<file path="config.mk">
export PLATFORM = sky130hd
export DESIGN_NAME = branch_history_table
export DESIGN_NICKNAME = d
export VERILOG_FILES = /design/src/rtl/branch_history_table.sv
export SDC_FILE = /design/constraint.sdc
export NUM_CORES = 1
export LEC_CHECK = 0
export BUFFER_PORTS_ARGS = -buffer_cell sky130_fd_sc_hd__buf_2
export CAP_MARGIN = 20
export CORE_MARGIN = 4
export CORE_UTILIZATION = 50
export DETAILED_ROUTE_END_ITERATION = 12
export GPL_ROUTABILITY_DRIVEN = 0
export PLACE_DENSITY = 0.71
export SLEW_MARGIN = 20
export SYNTH_ARGS = -nofsm -noshare
export SYNTH_HDL_FRONTEND = slang
export SYNTH_SLANG_ARGS = --single-unit
</file>
<file path="constraint.sdc">
create_clock -name clk -period 2.57 [get_ports clk]
set_clock_uncertainty 0.1 [all_clocks]
set_input_delay 0.1285 -clock clk [delete_from_list [all_inputs] [get_ports clk]]
set_output_delay 0.1285 -clock clk [all_outputs]
set_load 0.05 [all_outputs]
</file>
<file path="src/rtl/branch_history_table.sv">
// branch_history_table: direct-mapped table of per-branch local histories.
// Each entry holds valid, tag and a HIST_W-bit shift register of outcomes.
// The lookup port (IF_ID_PC) gives the PHT read index combinationally. The
// update port (ID_EX_PC) gives the pre-update history as the PHT write index,
// and on a clock edge it shifts in the resolved outcome or allocates the entry.
// Optional build macro BHT_STATS_EN adds saturating lookup/hit/alloc counters.
module branch_history_table #(
    parameter int ENTRIES = 16,
    parameter int IDX_W   = 4,
    parameter int TAG_W   = 8,
    parameter int HIST_W  = 4
) (
    input  logic              clk,
    input  logic              reset,
    input  logic [31:0]       IF_ID_PC,
    input  logic              IF_ID_valid,
    input  logic [31:0]       ID_EX_PC,
    input  logic              ID_EX_Branch,
    input  logic              PCSrc,
    input  logic              flush,
    output logic              PHTrd,
    output logic [HIST_W-1:0] PHT_index,
    output logic [HIST_W-1:0] PHT_Windex
`ifdef BHT_STATS_EN
    ,
    output logic [15:0]       lookup_cnt,
    output logic [15:0]       hit_cnt,
    output logic [15:0]       alloc_cnt
`endif
);

    // Table storage, one flop per bit so that reset clears every entry at once.
    logic              valid_q [ENTRIES];
    logic [TAG_W-1:0]  tag_q   [ENTRIES];
    logic [HIST_W-1:0] hist_q  [ENTRIES];

    // Address decode for both ports.
    logic [IDX_W-1:0]  rd_idx;
    logic [TAG_W-1:0]  rd_tag;
    logic [IDX_W-1:0]  wr_idx;
    logic [TAG_W-1:0]  wr_tag;
    logic              rd_hit;
    logic              wr_hit;
    logic              upd_en;
    logic [HIST_W-1:0] wr_hist_next;

    assign rd_idx = IF_ID_PC[IDX_W+1:2];
    assign rd_tag = IF_ID_PC[IDX_W+TAG_W+1:IDX_W+2];
    assign wr_idx = ID_EX_PC[IDX_W+1:2];
    assign wr_tag = ID_EX_PC[IDX_W+TAG_W+1:IDX_W+2];

    // Word-offset and high PC bits never select or tag an entry.
    logic unused_pc_bits;
    assign unused_pc_bits = ^{IF_ID_PC[31:IDX_W+TAG_W+2], IF_ID_PC[1:0],
                              ID_EX_PC[31:IDX_W+TAG_W+2], ID_EX_PC[1:0]};

    // Hit detection is gated by reset so outputs are forced low while it is held.
    assign rd_hit = reset && IF_ID_valid && valid_q[rd_idx] && (tag_q[rd_idx] == rd_tag);
    assign wr_hit = reset && valid_q[wr_idx] && (tag_q[wr_idx] == wr_tag);
    assign upd_en = ID_EX_Branch && !flush;

    // Both indices read the registered history, so a same-cycle write is not bypassed.
    assign PHTrd      = rd_hit;
    assign PHT_index  = rd_hit ? hist_q[rd_idx] : '0;
    assign PHT_Windex = wr_hit ? hist_q[wr_idx] : '0;

    // Shift in the outcome on a tag hit; otherwise start a fresh history.
    assign wr_hist_next = wr_hit ? {hist_q[wr_idx][HIST_W-2:0], PCSrc}
                                 : {{(HIST_W-1){1'b0}}, PCSrc};

    // Table update: allocate or shift the ID_EX_PC entry on an unflushed branch.
    // NOTE: the table is small and must read as empty right after reset, so every
    // entry is a resettable flop rather than an unreset RAM.
    always_ff @(posedge clk or negedge reset) begin
        if (!reset) begin
            for (int i = 0; i < ENTRIES; i++) begin
                valid_q[i] <= 1'b0;
                tag_q[i]   <= '0;
                hist_q[i]  <= '0;
            end
        end else if (upd_en) begin
            valid_q[wr_idx] <= 1'b1;
            tag_q[wr_idx]   <= wr_tag;
            hist_q[wr_idx]  <= wr_hist_next;
        end
    end

`ifdef BHT_STATS_EN
    // Saturating event counters; each one reflects its event one cycle later.
    always_ff @(posedge clk or negedge reset) begin
        if (!reset) begin
            lookup_cnt <= '0;
            hit_cnt    <= '0;
            alloc_cnt  <= '0;
        end else begin
            if (IF_ID_valid && lookup_cnt != 16'hFFFF) lookup_cnt <= lookup_cnt + 16'd1;
            if (rd_hit && hit_cnt != 16'hFFFF)         hit_cnt    <= hit_cnt + 16'd1;
            if (upd_en && !wr_hit && alloc_cnt != 16'hFFFF)
                alloc_cnt <= alloc_cnt + 16'd1;
        end
    end
`endif

endmodule

</file>
==> summary.md <==
| Metric | Value |
|---|---|
| Sw frac | `27.22%` |
| Actual slew at the worst max-slew pin | `roughly 0.85 ns` |
| Syn Inst Count | `908` |
| Via count | `8899` |
| Arrival time at the worst endpoint | `2.97 ns` |
| Ratio of cells with drive above 1 in the final layout | `48.06%` |
| Avg WL per Cell | `between 20 and 30 um` |
| Die Area | `26680 um^2` |
| Pwr per Cell Area | `655.3 nW/um^2` |
| Worst-path cell chain | `mux4_2, mux4_2, xnor2_2, nand4_1, nor3_2, buf_4, and3_4, buf_8` |
| Area grow syn2layout | `25.81%` |
| Rows | `56` |
| Finished Layout Cells | `1399` |
| Highest-delay cell along the critical path | `mux4_2` |
| Mean Syn Cell Area | `13.29 um^2` |
| Hold_sp | `ID_EX_Branch` |
| Post-layout net count | `1136` |
| H-tree depth | `1` |
| Worst EP required | `~2.3 ns` |
| Total track usage | `26.74%` |
| Post-synth EDFFs | `0` |
| DP Cell Count | `around 1300` |
| Crit path launch type | `flip-flop` |
| Slew margin rel. | `between 40% and 50%` |
| Worst-Skew Late Latency | `0.52 ns` |
| Worst slack, placed | `-0.2587 ns` |
| Worst setup EP type | `output port` |
| CTS tree | `built` |
| Tmin final | `~3.2 ns` |
| Clk slew on worst S/H paths | `roughly 0.06 ns` |
| CTS Buf Count | `24` |
| Gr ovfl total | `0` |
| Period utilization | `124.3%` |
| First-pass GRT wire length | `~55000 um` |
| CTS root buf | `clkbuf_16` |
| Drc violations | `0` |
| Psw | `2.708 mW` |
| RSZ-0062 raised after global routing | `true` |
| Fillcell total | `1681` |
| Crit-path most repeated cell | `mux4_2` |
| Initial antenna violation count | `2` |
| Max cap viols | `0` |
| Slew Limit Fails | `0` |
| CP max FO | `5` |
| Antenna cell count | `0` |
| Core area | `23610 um^2` |
| Commonest cells after routing, fill and taps aside | `232 x nand2_1, 208 x dfrtp_1, 108 x mux4_2, 108 x buf_4, 86 x mux2_2` |
| Clock sink total | `around 210` |
| Clock power share | `35.0%` |
| Synth cell types | `47` |
| Seq cells post-synth | `208` |
| RR Startpoint | `tag_q[65]` |
| Failing checks | `setup timing` |
| Iter 0 DRT Violations | `between 900 and 1000` |
| Fmax | `313.0 MHz` |
| P_leak | `7.565 nW` |
| CTS Buffer Depth | `3` |
| Die Y | `163.4 um` |
| Routed Antenna Nets | `0` |
| Post-Syn Area | `12070 um^2` |
| Critical path origin | `tag_q[98]` |
| Hpwl dp | `22750 um` |
| FFs w/ async S/R, synth | `100.0%` |
| Synth warn | `0` |
| Syn Nets | `978` |
| Delay-heaviest family, CP | `multiplexers` |
| DIE WIDTH | `163.4 um` |
| Via density | `6.361` |
| Kind of critical path | `flip-flop to output port` |
| DRT Pass-1 Iters | `5` |
| Vias in the first global route | `around 9100` |
| CP Buf/Inv Count | `2` |
| Register area share after synthesis | `43.14%` |
| Final hold vios | `0` |
| Comb power frac | `23.3%` |
| Sequential cell area | `approximately 5200 um^2` |
| Status | `finished, violations left` |
| Top FF cell, synth | `dfrtp_1` |
| Worst setup margin | `-0.6251 ns` |
| Commonest non-fill, non-tap cell in the layout | `nand2_1` |
| Critical Path Max Stage Delay | `0.52 ns` |
| Initial core utilization | `51.10%` |
| Worst min path class | `input pin to flip-flop` |
| WL final | `35480 um` |
| Largest net degree at the start of global routing | `148` |
| Final setup violation count | `55` |
| VDD IR-drop max | `0.6023 mV` |
| Flop pwr share | `41.7%` |
| I/O Buffers | `38` |
| Multi-input gate area | `6590 um^2` |
| # IOs | `79` |
| Int Pwr | `7.241 mW` |
tightest hold or removal path, stage by stage:
cell	delay, ns
buf_2	0.10
nand2b_1	0.33
nor4_2	0.09
nand2_1	0.07
nand2_1	0.05
metrics by stage:
stage	instance area (um^2)	power (mW)	utilization, %	setup TNS (ns)	hold WS (ns)
floorplan	12090	5.465	-	-0.2461	-0.2671
global placement	13470	6.196	57.05	-7.727	0.2929
detailed placement	13470	6.269	57.05	-8.431	0.2951
CTS	14860	9.931	62.95	-13.35	0.1558
global route	15180	10.34	64.29	-22.80	0.2016
finish	15180	9.948	64.29	-16.01	0.1863
power groups by stage:
stage                     Combinational [mW]  Clock, mW  Sequential [mW]
final                                   2.31       3.48             4.15
after global routing                    2.48       3.66             4.20
after CTS                               2.27       3.53             4.13
after detailed placement                2.09          0             4.18
after global placement                  2.04          0             4.16
after floorplan                         1.42          0             4.04
worst paths after layout:
check / end / slack [ns] / cells after the start
max in group asynchronous: tag_q[58] / 1.45 / 3
worst min register to register: valid_q[12] / 0.38 / 1
worst max register to register: hist_q[35] / -0.39 / 14
min in group asynchronous: hist_q[39] / 0.24 / 3
worst max-delay path: PHT_index[3] / -0.63 / 8
worst min-delay path: tag_q[14] / 0.19 / 5
cells by family (layout without fill, tap and decap cells):
group / after synthesis / in the layout / synth area share, %
buffers and inverters: 89 / 261 / 5.350
XOR/XNOR: 15 / 15 / 1.338
flip-flops: 208 / 208 / 43.14
AND/OR/NAND/NOR: 309 / 309 / 11.10
AO/OA/AOI/OAI: 60 / 60 / 7.093
multiplexers: 227 / 227 / 31.99
cell usage after synthesis (7+ instances only):
library cell | count | area (um^2)
mux4_2 | 106 | 2387
dfrtp_1 | 208 | 5205
clkbuf_1 | 28 | 105.1
nand3_1 | 14 | 70.07
nor2_1 | 13 | 48.80
mux2_2 | 86 | 968.4
nor3_1 | 7 | 35.03
buf_2 | 12 | 60.06
mux2i_1 | 20 | 200.2
o41ai_2 | 46 | 748.2
nand2_1 | 232 | 870.8
buf_6 | 24 | 270.3
mux4_1 | 9 | 236.5
clkbuf_8 | 7 | 96.34
xnor2_1 | 7 | 61.31
nand2b_1 | 18 | 112.6
metal layers:
metal	share of wire, %	global-route usage, %	vias up
met5	0.037	0	-
met4	3.6	9.035	2
met3	8.7	5.703	97
met2	48	42.30	472
met1	40	37.23	4625
li1	-	-	3703
registers in the layout, summed over array words and instances (netlist names):
name,cells
valid_q,16
hist_q,64
tag_q,128
layout make-up:
type | instances | share of cell area [%]
clock buffer | 35 | 4.764
clock inverter | 5 | 0.4945
inverter | 4 | 0.09890
multi-input combinational | 611 | 43.41
sequential | 208 | 34.29
tap | 319 | 2.629
timing repair buffer | 217 | 14.32
what timing repair did:
| item | 4_1_cts | 5_1_grt |
|---|---|---|
| resized for setup | 68 | 41 |
| pin swaps | 52 | 30 |
| hold buffers | 10 | 0 |
| endpoints found under the hold margin | 274 | 0 |
| gates cloned | 4 | 1 |
| endpoints found under the setup margin | 38 | 57 |
| buffers inserted | 16 | 15 |
Note: power is estimated with default switching activity, not from simulation.
